<file path="config.mk">
export PLATFORM = sky130hd
export DESIGN_NAME = cb_hart_sequencer
export DESIGN_NICKNAME = d
export VERILOG_FILES = /design/src/rtl/cei_mochila_pkg.sv /design/src/rtl/cb_sleep_filter.sv /design/src/rtl/cb_hart_sequencer.sv
export SDC_FILE = /design/constraint.sdc
export NUM_CORES = 1
export LEC_CHECK = 0
export ABC_AREA = 1
export CORE_UTILIZATION = 30
export DETAILED_ROUTE_END_ITERATION = 12
export HOLD_SLACK_MARGIN = 0.08
export SYNTH_ARGS = -nofsm -noshare
export SYNTH_HDL_FRONTEND = slang
export SYNTH_HIERARCHICAL = 1
export SYNTH_SLANG_ARGS = --single-unit
</file>
<file path="constraint.sdc">
create_clock -name clk_i -period 1.75 [get_ports clk_i]
set_input_delay 0.175 -clock clk_i [delete_from_list [all_inputs] [get_ports clk_i]]
set_output_delay 0.175 -clock clk_i [all_outputs]
set_load 0.02 [all_outputs]
</file>
<file path="src/rtl/cei_mochila_pkg.sv">
// Shared types and helpers for the safe-CPU hart run sequencer.
package cei_mochila_pkg;

    typedef enum logic [2:0] {
        IDLE,
        RESET,
        BOOT,
        RUN,
        DONE
    } hart_seq_state_e;

    localparam logic [1:0] SAFE_CFG_TMR = 2'b00;
    localparam logic [1:0] SAFE_CFG_DMR = 2'b01;

    function automatic logic is_onehot3(input logic [2:0] v);
        return (v == 3'b001) || (v == 3'b010) || (v == 3'b100);
    endfunction

    // Reserved safe configurations fall back to full TMR; a malformed master selects hart 0.
    function automatic logic [2:0] active_mask(input logic       safe_mode,
                                               input logic [1:0] cfg,
                                               input logic [2:0] master);
        if (safe_mode) begin
            return (cfg == SAFE_CFG_DMR) ? 3'b011 : 3'b111;
        end
        return is_onehot3(master) ? master : 3'b001;
    endfunction

endpackage

</file>
<file path="src/rtl/cb_sleep_filter.sv">
// Saturating consecutive-cycle counter; done flags the cycle whose edge completes the run.
module cb_sleep_filter #(
    parameter int SLEEP_FILTER = 8
) (
    input  logic clk_i,
    input  logic rst_ni,
    input  logic clr,
    input  logic cond,
    output logic done
);

    localparam int CNT_W = $clog2(SLEEP_FILTER + 1);

    logic [CNT_W-1:0] cnt_q;

    always_ff @(posedge clk_i) begin
        if (!rst_ni) begin
            cnt_q <= '0;
        end else if (clr || !cond) begin
            cnt_q <= '0;
        end else if (cnt_q != CNT_W'(SLEEP_FILTER)) begin
            cnt_q <= cnt_q + CNT_W'(1);
        end
    end

    // Looks one edge ahead so the state register reaches DONE as the count reaches SLEEP_FILTER.
    assign done = cond && !clr && (cnt_q >= CNT_W'(SLEEP_FILTER - 1));

endmodule

</file>
<file path="src/rtl/cb_hart_sequencer.sv">
// Boots the selected harts from the control-register configuration and reports end-of-routine.
module cb_hart_sequencer
    import cei_mochila_pkg::*;
#(
    parameter int NHARTS          = 3,
    parameter int RST_HOLD_CYCLES = 4,
    parameter int SLEEP_FILTER    = 8
) (
    input  logic              clk_i,
    input  logic              rst_ni,
    input  logic              start_i,
    input  logic [31:0]       boot_addr_i,
    input  logic [2:0]        master_core_i,
    input  logic              safe_mode_i,
    input  logic [1:0]        safe_configuration_i,
    input  logic              critical_section_i,
    input  logic [NHARTS-1:0] sleep_i,
    input  logic [NHARTS-1:0] debug_mode_i,
    output logic [NHARTS-1:0] hart_rst_no,
    output logic [NHARTS-1:0] fetch_enable_o,
    output logic [31:0]       hart_boot_addr_o,
    output logic [NHARTS-1:0] active_mask_o,
    output logic              end_sw_o,
    output logic              busy_o,
    output logic              cfg_err_o
);

    localparam int HOLD_W = $clog2(RST_HOLD_CYCLES + 1);

    hart_seq_state_e   state_q, state_d;
    logic [HOLD_W-1:0] hold_q, hold_d;
    logic              start_q;
    logic [NHARTS-1:0] mask_q;
    logic [31:0]       boot_addr_q;
    logic              cfg_err_q;
    logic              launch;
    logic              do_launch;
    logic              asleep;
    logic              filter_done;
    logic [2:0]        mask_d;

    assign launch    = start_i && !start_q;
    assign do_launch = launch && ((state_q == IDLE) || (state_q == DONE));
    assign mask_d    = active_mask(safe_mode_i, safe_configuration_i, master_core_i);

    assign asleep = ((sleep_i & mask_q) == mask_q)
                 && ((debug_mode_i & mask_q) == '0)
                 && !critical_section_i;

    cb_sleep_filter #(
        .SLEEP_FILTER (SLEEP_FILTER)
    ) u_sleep_filter (
        .clk_i  (clk_i),
        .rst_ni (rst_ni),
        .clr    (state_q != RUN),
        .cond   (asleep),
        .done   (filter_done)
    );

    always_ff @(posedge clk_i) begin
        if (!rst_ni) begin
            state_q     <= IDLE;
            hold_q      <= '0;
            start_q     <= 1'b0;
            mask_q      <= '0;
            boot_addr_q <= '0;
            cfg_err_q   <= 1'b0;
        end else begin
            state_q <= state_d;
            hold_q  <= hold_d;
            start_q <= start_i;
            if (do_launch) begin
                mask_q      <= mask_d;
                boot_addr_q <= boot_addr_i;
                cfg_err_q   <= !safe_mode_i && !is_onehot3(master_core_i);
            end
        end
    end

    always_comb begin
        state_d = state_q;
        hold_d  = hold_q;
        unique case (state_q)
            IDLE: begin
                if (launch) begin
                    state_d = RESET;
                    hold_d  = HOLD_W'(RST_HOLD_CYCLES - 1);
                end
            end
            RESET: begin
                if (hold_q == '0) begin
                    state_d = BOOT;
                end else begin
                    hold_d = hold_q - HOLD_W'(1);
                end
            end
            BOOT: state_d = RUN;
            RUN: begin
                // A software abort wins over a completion landing on the same cycle.
                if (!start_i) begin
                    state_d = IDLE;
                end else if (filter_done) begin
                    state_d = DONE;
                end
            end
            DONE: begin
                if (launch) begin
                    state_d = RESET;
                    hold_d  = HOLD_W'(RST_HOLD_CYCLES - 1);
                end
            end
            default: state_d = IDLE;
        endcase
    end

    assign hart_rst_no      = (state_q inside {BOOT, RUN, DONE}) ? mask_q : '0;
    assign fetch_enable_o   = (state_q inside {RUN, DONE}) ? mask_q : '0;
    assign end_sw_o         = (state_q == DONE);
    assign busy_o           = (state_q inside {RESET, BOOT, RUN});
    assign hart_boot_addr_o = boot_addr_q;
    assign active_mask_o    = mask_q;
    assign cfg_err_o        = cfg_err_q;

endmodule

</file>
# Word level (Yosys, flattened, before mapping)
# Index checks and enable logic that the tools add are counted.
# totals
reg_bits	47
in_bits	48
latchBits	0
mem_count	0
output_inout_bits	44
elab_cells	71
mem_bits_rw	0
rom_bits	0
# op_classes
div_mod_pow	0
addsub	2
shifts	0
reduce_logical	28
mux	15
eq_ne	15
order_cmp	1
multipliers	0
bitwise_logic	3
# ops
cell	count
$mux W3	12
$pmux W3 S4	1
$eq A3 B2 Y1 const B	3
$logic_not A3 Y1	3
$logic_and A1 B1 Y1	7
$and A3 B3 Y3	2
$eq A3 B1 Y1 const B	2
$eq A3 B3 Y1 const B	2
$logic_not A1 Y1	6
$pmux W3 S2	1
$reduce_and A3 Y1	2
$reduce_bool A3 Y1	2
$add A4 B1 Y4 const B	1
$ge A4 B3 Y1 const B	1
$logic_or A1 B1 Y1	4
$ne A2 B2 Y1 const B	2
$ne A4 B4 Y1 const B	1
$reduce_bool A2 Y1	2
$reduce_or A2 Y1	2
$eq A3 B3 Y1	1
$ne A3 B2 Y1 const B	1
$ne A3 B3 Y1 const B	1
$sub A3 B1 Y3 const B	1
$eq A2 B1 Y1 const B	1
other kinds (3)	3

# Logic depth before layout (Yosys ltp)
# logic_depth
depth_word	9
mapped_depth	12

# Cells and area by module
# Netlist, hierarchy kept.
# by_module_without_submodules
mod	n_inst	area_per_inst_um2	cells_each
cb_hart_sequencer	1	1838.0	252
cb_sleep_filter	1	234.0	36

# Worst setup path before layout
# No wires, ideal clock.
# synth_timing
path_kind	register -> register
from	reg mask_q[1], in the netlist active_mask_o[1]
to	reg state_q[1]
t_required_ns	1.635
n_path_buf	0
setup_slack_ns	0.221
setup_time_ns	0.115
path_stages_with_launch	11
arrival_time_ns	1.414
path_cell_list	dfxtp_1 inv_1 a21oi_1 nor4_1 nand2_1 a21oi_1 nor2_1 nand2_1 nand3_1 o21ai_0 inv_1
# synth_between
elab_chain_len	8
# synth_lines
item	line_no	text
from (decl)	cb_hart_sequencer.sv:33	logic [NHARTS-1:0] mask_q;
from (signal assigned)	cb_hart_sequencer.sv:73	mask_q <= mask_d;
$and A3 B3 Y3, on equally long branches	cb_hart_sequencer.sv:46, cb_hart_sequencer.sv:47	
$eq A3 B3 Y1 or $logic_not A3 Y1 (tied branches)	cb_hart_sequencer.sv:46, cb_hart_sequencer.sv:47	
$logic_and A1 B1 Y1 (*)	cb_hart_sequencer.sv:47	&& ((debug_mode_i & mask_q) == '0)
$logic_and A1 B1 Y1 (*)	cb_hart_sequencer.sv:48	&& !critical_section_i;
named net asleep	cb_hart_sequencer.sv:38	logic asleep;
$logic_and A1 B1 Y1 (*) (2 in series)	cb_sleep_filter.sv:27	assign done = cond && !clr && (cnt_q >= CNT_W'(SLEEP_FILTER - 1));
named net filter_done	cb_hart_sequencer.sv:39	logic filter_done;
$ne A3 B3 Y1 (no line) (*)	n/a	
$reduce_and A3 Y1 (no line) (*)	n/a	
to (signal assigned)	cb_hart_sequencer.sv:69	state_q <= state_d;
to (decl)	cb_hart_sequencer.sv:30	hart_seq_state_e state_q, state_d;
# Mark *: on every way through the listed nets, which the timed path passes. The rest lies on a longest branch.
# A chain may end at the register's enable or synchronous reset.

# Worst setup path after layout
# layout_timing
from	reg state_q[0]
to	out busy_o
# layout_between
elab_chain_len	2
# layout_lines
item	line_no	text
$eq A3 B1 Y1 or $eq A3 B2 Y1 (tied branches)	cb_hart_sequencer.sv:119	assign busy_o = (state_q inside {RESET, BOOT, RUN});
$reduce_bool A3 Y1 (*)	cb_hart_sequencer.sv:119	
to (decl)	cb_hart_sequencer.sv:24	output logic busy_o,
# Every way passes the cells marked *; elsewhere a longest branch is shown, timed or not.

==> key figures <==
Run status
  • Status: finished, final reports clean

Min path
  • Min-delay worst type: input pin to flop

Placement
  • Pre-CTS setup slack: -0.213 ns
  • DP Area: 3020 µm²
  • # port buffers: 91
  • DP HPWL: about 3800 µm
  • Placed Cells: ~450
  • RePlAce Congestion: approximately 0.88

Die
  • Die height: roughly 85 µm
  • Die Wd: ~85 µm
  • Number of placed I/O pins: 92
  • Starting Density: between 30% and 40%
  • Die area: ~7200 µm²
  • Num rows: 29
  • Core area: 6490 µm²

GRT
  • Largest net degree at the start of global routing: 39
  • First-pass GRT wire length: 8270 µm
  • Initial antenna violation count: 0
  • Vias in the first global route: about 1900
  • Global route overflow: 0
  • GRT Overall Usage: 14.2%

Clocking
  • Inserted Clock Buffers: 5
  • Worst skew pair latency: approximately 0.30 ns
  • Clock-pin slew on the worst setup and hold paths: 0.09 ns
  • TritonCTS clock tree: done
  • Longest Clk Path Bufs: 2
  • Post-CTS setup buffer count: 0
  • Root Driver: clkbuf_8
  • CTS Sinks: 47
  • Htree depth: 2

Cells and area
  • Footprint of the multi-input gates: 903 µm²
  • Share of layout cells above drive strength 1: 7.85%
  • Final Cell Area: 3110 µm²
  • Fillers: between 600 and 700
  • Nets: roughly 430
  • Register area: ~940 µm²
  • Synthesis-to-finish area growth: 50.0%
  • Ant. Diodes: 0
  • Non-Filler Instances: approximately 460

Detailed routing
  • Post-DRT Antenna Nets: 0
  • Initial DRC Count: 63
  • DR pass1 iterations: 4
  • Residual DRC: 0
  • DR WL/cell: ~11 µm
  • Via count: about 2100
  • Routed WL: 5090 µm
  • Via/cell ratio: 4.51

Setup path
  • WP data required: ~1.6 ns
  • Worst setup SP type: flop
  • CP Max Fanout: 4
  • CP Class: flop to output pin
  • CP Capture Type: output pin
  • Worst Path Arrival: between 1 and 1.5 ns

Power and ir drop
  • Clk network pwr share: between 10% and 20%
  • Net Sw Frac: a little under two fifths
  • Cell leakage power: between 0.001 and 0.0015 µW
  • Logic pwr share: about 45%
  • Internal: around 2400 µW
  • Peak supply drop: approximately 0.00043 V
  • Sw Pwr: about 1500 µW
  • Power, Total: slightly below 4000 µW
  • Sequential power share: 37.3%
  • Pwr Density: around 1300 nW/µm²

Timing
  • Slew headroom: between 80% and 90%
  • Fin. Hold Viols: 0
  • Worst-margin pin slew: 0.271 ns
  • Final period util: 93.8%
  • Final setup margin: approximately 0.11 ns
  • Final min period: around 1.6 ns
  • Max Freq: around 610 MHz
  • Final clock skew: slightly above 0.01 ns
  • Setup violators final: 0
  • Max-slew violation count: 0

Flow run
  • Max_cap viols: 0

Logic synthesis
  • Synth Instances: 288
  • Mapped Nets: 340
  • Post-synth cell types: 23
  • Post-synthesis sequential area ratio: between 40% and 50%
  • Number of synthesized register bits: between 40 and 50
  • Synthesized area per cell: approximately 7 µm²
  • Mapped Area: ~2100 µm²
  • Synth Warn #: 6
cell families after synthesis:
logic type                 synth area share [%]
buffers and inverters                      11.7
xor gates and xnor gates                  0.423
adders and majority gates                  2.42
DFF                                        45.4
and+or+nand+nor                            28.0
AOI/OAI and AO/OA                          12.1
what timing repair did:
item / CTS / global route
hold buffers: 0 / 0
gates cloned: 0 / 0
setup endpoints to repair: 7 / 10
gates resized for setup: 7 / 18
routing by layer:
| metal | vias to the layer above | part of all wire (%) | wire, µm | GRT usage (%) |
|---|---|---|---|---|
| li1 | 1092 | - | - | - |
| met1 | 919 | 45 | 2300 | 16.4 |
| met2 | 55 | 49 | 2500 | 26.0 |
| met3 | 6 | 4.9 | 249 | 3.50 |
| met4 | 0 | 0.98 | 50 | 3.70 |
| met5 | - | 0 | 0 | 0 |
cells in the mapped netlist:
cell type  count  share of area [%]
nor2_1        93                 17
dfxtp_1       47                 45
o21ai_0       32                7.7
nand2_1       31                5.6
inv_1         29                5.3
a21oi_1       11                2.7
nand3_1        9                2.2
o21ai_1        7                1.7
clkbuf_1       4               0.72
ha_1           4                2.4
buf_12         3                2.9
buf_6          3                1.6
nand4_1        3               0.91
nor2_2         2               0.60
nor3_1         2               0.48
buf_1          1               0.18
inv_12         1               0.79
inv_2          1               0.18
nand2_2        1               0.30
nand3_2        1               0.48
nor4_1         1               0.30
or2_1          1               0.30
xnor2_1        1               0.42
flip-flops by register name, summed over array words and instances, names as in the netlist:
register              count
u_sleep_filter/cnt_q      4
start_q                   1
hart_boot_addr_o         32
active_mask_o             3
cfg_err_o                 1
state_q                   3
hold_q                    3
power groups by stage:
stage                     Combinational [µW]  Clock [µW]  Sequential [µW]
after global placement                  1770           0             1480
final                                   1760         682             1460
after global routing                    1950         760             1490
after floorplan                          915           0             1700
after detailed placement                1780           0             1480
after CTS                               1760         713             1450
stage by stage:
step	util, %	hold slack (ns)	TNS (ns)
after global placement	46.6	0.463	-0.319
after detailed placement	46.6	0.472	-0.423
after global routing	47.9	0.475	-0.0669
after floorplan	-	0.268	0
final	47.9	0.475	0
after CTS	47.9	0.468	0
cells in the final DEF (no fill, tap or decap), types with 6 or more instances in the layout:
master	n
clkbuf_8	6
dfxtp_1	46
o21ai_1	8
o21ai_0	31
nand3_1	9
inv_1	28
nor2_1	90
a21oi_1	11
clkdlybuf4s50_1	84
nand2_1	31
critical path, cell delays in order, from the launching register on:
cell and delay, ns:
dfxtp_1 0.39, nor2_2 0.09, nor2_1 0.09, clkdlybuf4s50_1 0.61
final timing paths:
check	from	cells after the start	slack, ns	to
worst max-delay path	state_q[0]	3	0.11	busy_o
worst min-delay path	boot_addr_i[29]	3	0.47	hart_boot_addr_o[29]
worst max register to register	active_mask_o[1]	10	0.18	state_q[1]
worst min register to register	hart_boot_addr_o[28]	2	0.49	hart_boot_addr_o[28]
final cells by class:
cell class	instances	area share, %
flip-flops and latches	47	30.3
repair buffers	97	30.3
multi-input cells	199	29.1
inverters	31	4.15
well taps	77	3.10
clock buffers	7	2.78
clock inverters	1	0.282
Power figures use the tool's default switching activity.
